$ cat src/rtl/ctrl_registro.sv
// ctrl_registro: sequences a load-then-shift job onto the 4-bit universal shift register.
// Optional CTRL_DIR_EN adds the dir_cfg port; without it the shift direction is fixed left.
module ctrl_registro #(
    parameter int   WIDTH = 4,
    parameter int   CNT_W = 3,
    parameter logic FILL  = 1'b0
) (
    input  logic             clk,
    input  logic             reset,
    input  logic             start,
    input  logic [WIDTH-1:0] dato,
    input  logic [CNT_W-1:0] cuenta,
`ifdef CTRL_DIR_EN
    input  logic             dir_cfg,
`endif
    output logic             ocupado,
    output logic             listo,
    output logic             enb,
    output logic             dir,
    output logic             s_in,
    output logic [1:0]       modo,
    output logic [WIDTH-1:0] d
);
    typedef enum logic [1:0] {IDLE, LOAD, SHIFT, DONE} state_t;
    localparam logic [CNT_W-1:0] MAX_CNT = CNT_W'(WIDTH);
    state_t           state_q, state_d;
    logic [CNT_W-1:0] cnt_q, cnt_d, cuenta_sat;
    logic [WIDTH-1:0] d_q, d_d;
    logic             dir_q, dir_d, dir_in;
`ifdef CTRL_DIR_EN
    assign dir_in = dir_cfg;
`else
    assign dir_in = 1'b0;
`endif
    assign cuenta_sat = (cuenta > MAX_CNT) ? MAX_CNT : cuenta;
    always_ff @(posedge clk or posedge reset) begin
        if (reset) begin
            state_q <= IDLE;
            cnt_q   <= '0;
            d_q     <= '0;
            dir_q   <= 1'b0;
        end else begin
            state_q <= state_d;
            cnt_q   <= cnt_d;
            d_q     <= d_d;
            dir_q   <= dir_d;
        end
    end
    // The counter is loaded at acceptance, so LOAD only has to decide skip-or-shift.
    always_comb begin
        state_d = state_q;
        cnt_d   = cnt_q;
        d_d     = d_q;
        dir_d   = dir_q;
        case (state_q)
            IDLE: if (start) begin
                state_d = LOAD;
                cnt_d   = cuenta_sat;
                d_d     = dato;
                dir_d   = dir_in;
            end
            LOAD:  state_d = (cnt_q == '0) ? DONE : SHIFT;
            SHIFT: begin
                cnt_d   = cnt_q - CNT_W'(1);
                state_d = (cnt_q == CNT_W'(1)) ? DONE : SHIFT;
            end
            DONE:    state_d = IDLE;
            default: state_d = IDLE;
        endcase
    end
    always_comb begin
        ocupado = state_q != IDLE;
        listo   = state_q == DONE;
        enb     = (state_q == LOAD) || (state_q == SHIFT);
        modo    = (state_q == SHIFT) ? 2'b00 : 2'b10;
        s_in    = FILL;
        d       = d_q;
        dir     = dir_q;
    end
endmodule

$ cat config.mk
export PLATFORM = sky130hd
export DESIGN_NAME = ctrl_registro
export DESIGN_NICKNAME = d
export VERILOG_FILES = /design/src/rtl/ctrl_registro.sv
export SDC_FILE = /design/constraint.sdc
export NUM_CORES = 1
export LEC_CHECK = 0
export ABC_CLOCK_PERIOD_IN_PS = 2000
export CAP_MARGIN = 20
export CORE_MARGIN = 4
export CORE_UTILIZATION = 36
export DETAILED_ROUTE_END_ITERATION = 7
export GPL_TIMING_DRIVEN = 0
export PLACE_DENSITY = 0.73
export SLEW_MARGIN = 15
export SYNTH_ARGS = -nofsm -noshare
export SYNTH_HDL_FRONTEND = slang
export SYNTH_SLANG_ARGS = --single-unit
$ cat constraint.sdc
create_clock -name clk -period 2 [get_ports clk]
set_input_delay 0.4 -clock clk [delete_from_list [all_inputs] [get_ports clk]]
set_output_delay 0.4 -clock clk [all_outputs]
set_load 0.005 [all_outputs]
==> key figures, run 1 <==
Timing
  • Max Slew Vio Count: 0
  • RSZ-0062 raised after global routing: false
  • Fmax: slightly above 500 MHz
  • Tcrit/Tclk final: 0.969
  • Final hold violations: 0
  • Post-route setup slack: about 0.062 ns
  • Clock period minus worst slack: 1.94 ns
  • Final setup viols: 0
  • Hold slack: approximately 0.4 ns
  • Final setup TNS: 0 ns
  • Worst Skew: about 0.0012 ns

Route
  • Routed len/inst: approximately 13 um
  • Post-DRT Antenna Nets: 0
  • DR pass1 iterations: 2
  • Via count: 456
  • Vias/cell: between 4 and 5
  • Final WL: 1210 um
  • Drt first-iter violations: 3
  • Number of remaining DRC errors: 0

Floorplanning
  • Io pins: 21
  • Initial Util: 0.383
  • Die Ht: slightly below 50 um
  • Die area: between 0.002 and 0.0025 mm^2
  • Die Width: about 48 um
  • Core Area: ~0.0015 mm^2
  • # rows: 14

Worst setup path
  • WS Path Type: flip-flop to primary output
  • Data arrival, critical path: 1.54 ns
  • Crit path required time: about 1.6 ns
  • Crit. End Element: primary output
  • Startpoint Class: flip-flop
  • Max FO, Critical Path: 4

Layout
  • Diodes inserted: 0
  • Number of nets in the layout: 100
  • Final design utilization: 0.548
  • Fraction of layout cells with a size suffix above 1: 0.222
  • Final non-filler cell area: 836 um^2
  • # fillers: 144
  • P&R area growth vs syn: 43.0%

Yosys
  • Synth Area in XOR/XNOR: 0.0150
  • Sequential share of the synthesized area: 0.385
  • Synth top area share: 0.385
  • Simple logic cell fraction of the synthesized area: 0.0921
  • Most common cell in the netlist: dfrtp_1
  • Post-synth ARST share: 1.00
  • Ys Warns: 0
  • Compound-Gate Fraction of Synth Area: 0.135
  • Post-synthesis cell area: between 500 and 600 um^2
  • Synth unique cells: 23
  • Yosys reg bits: 9
  • Largest family of logic cells by synthesized area: adder cells
  • Post-synthesis adder-cell area fraction: 0.171
  • Synth area leaders: dfrtp_1 (39%), ha_1 (17%), mux2_2 (9.6%), inv_1 (5.1%), buf_4 (3.9%)
  • EDFF count, synth: 0
  • Synth Area per Inst: a little over 10 um^2
  • Mux cell area share after synthesis: 0.0964
  • Post-Syn Instances: 58
  • Post-synth top cells: dfrtp_1 (9), ha_1 (8), inv_1 (8)
  • Top_reg_cell synth: dfrtp_1
  • Area leader, netlist: dfrtp_1

Clock tree
  • Clk slew on worst S/H paths: 0.06 ns
  • CTS H-tree lvls: 1
  • Clock sink count: 9
  • Hold-fix buffers, CTS: 0
  • Total CTS buffers: 3
  • Clock Tree Buf Depth: 2
  • Clk_lat worst skew: 0.25 ns
  • Root buffer cell: clkbuf_4
  • CTS tree: yes

Run
  • MaxCap Viol Count: 0

Place
  • GPL Wtd Cong: ~0.68
  • Post-Place Worst Slack: just under 0.2 ns
  • Placed Area: a little under 800 um^2
  • Port bufs: 17
  • Dpl hpwl: between 900 and 1000 um

Status
  • Status: complete, no violations

Global route
  • Largest net degree at the start of global routing: 10
  • GR Overflow Total: 0
  • Vias in the first global route: 470
  • GRT Total Usage: 0.125
  • Global-route wire length before repair: roughly 2000 um
  • Antenna violations before repair: 0

Power and ir drop
  • Power Density: roughly 1500 mW/mm^2
  • LEAKAGE: about 0.39 nW
  • Peak supply drop: ~0.82 mV

Worst hold path
  • Worst hold path type: primary input to asynchronous set/reset pin
[power breakdown]
part | internal (mW) | leakage, nW | switching, mW | total, mW
Sequential | 0.280 | 0.105 | 0.0717 | 0.352
Clock | 0.0765 | 0.0150 | 0.0568 | 0.133
Combinational | 0.430 | 0.269 | 0.330 | 0.761
Total | 0.787 | 0.389 | 0.459 | 1.25
[routing by layer]
layer  routed length [um]  GRT usage
met1                  501      0.146
met4                    0     0.0484
met5                    0          0
met2                  654      0.216
met3                   57     0.0332
[stage by stage]
stage / cells / power (mW)
after floorplan: 60 / 0.731
after global placement: 93 / 1.00
after detailed placement: 93 / 1.03
after CTS: 97 / 1.19
after global routing: 97 / 1.38
final: 97 / 1.25
[area by class of cell]
| type | count | area, um^2 | share of cell area |
|---|---|---|---|
| clock buffer | 4 | 26.3 | 0.0314 |
| sequential | 9 | 225 | 0.269 |
| multi-input combinational | 39 | 334 | 0.400 |
| timing repair buffer | 18 | 178 | 0.213 |
| inverter | 8 | 30.0 | 0.0359 |
| buffer | 3 | 22.5 | 0.0269 |
| tap | 16 | 20.0 | 0.0240 |
[layout by cell type (no fill, tap or decap), drive strengths merged]
| cell type | instances |
|---|---|
| clkdlybuf4s50 | 17 |
| dfrtp | 9 |
| inv | 8 |
| ha | 8 |
| mux2 | 5 |
| buf | 4 |
| clkbuf | 4 |
| nand2 | 3 |
| o21ai | 3 |
| a21oi | 3 |
| conb | 3 |
| o32ai | 2 |
| and2b | 1 |
| or2 | 1 |
| or2b | 1 |
| a22o | 1 |
| a211oi | 1 |
| nand2b | 1 |
| nor2 | 1 |
| a31o | 1 |
| xor2 | 1 |
| nand3 | 1 |
| nor2b | 1 |
| a31oi | 1 |
[flip-flops by register name, indices dropped and copies added, names as in the netlist]
name	cells
cnt_q	3
d	4
state_q	2
[worst max-delay path: stages (launching register included)]
cell             delay [ns]
dfrtp_1                0.43
inv_2                  0.10
ha_4                   0.27
clkdlybuf4s50_1        0.49
[worst paths after layout]
check                           startpoint         end  slack, ns  cells after the start
min in group clk                      d[3]        d[3]       0.51                      1
max in group asynchronous            reset        d[1]       1.35                      2
worst max register to register  state_q[1]    cnt_q[1]       0.50                      5
worst min-delay path                 reset  state_q[1]       0.40                      2
worst max-delay path            state_q[1]         enb       0.06                      3
worst min register to register        d[3]        d[3]       0.51                      1
[what timing repair did]
action | 4_1_cts | 5_1_grt
endpoints found under the setup margin | 2 | 2
pin swaps | 0 | 0
gates resized for setup | 1 | 5
hold endpoints to repair | 0 | 0
setup buffers | 1 | 0
[cell families (layout without fill, tap and decap cells)]
kind of cell	after synthesis	in the layout
AOI/OAI and AO/OA	12	12
xor gates and xnor gates	1	1
adders and majority gates	8	8
buffers and inverters	12	33
DFF	9	9
muxes	5	5
other	1	3
and+or+nand+nor	10	10
(Power assumes the default switching activity.)
==> inputs of run 2 (changes only) <==
--- a/config.mk
+++ b/config.mk
@@ -6,7 +6,7 @@
 export NUM_CORES = 1
 export LEC_CHECK = 0
 export ABC_CLOCK_PERIOD_IN_PS = 2000
-export CAP_MARGIN = 20
+export CAP_MARGIN = 25
 export CORE_MARGIN = 4
 export CORE_UTILIZATION = 36
 export DETAILED_ROUTE_END_ITERATION = 7
==> results of run 2 <==
Same layout as run 1: the final DEF is identical, and so are final timing and power.
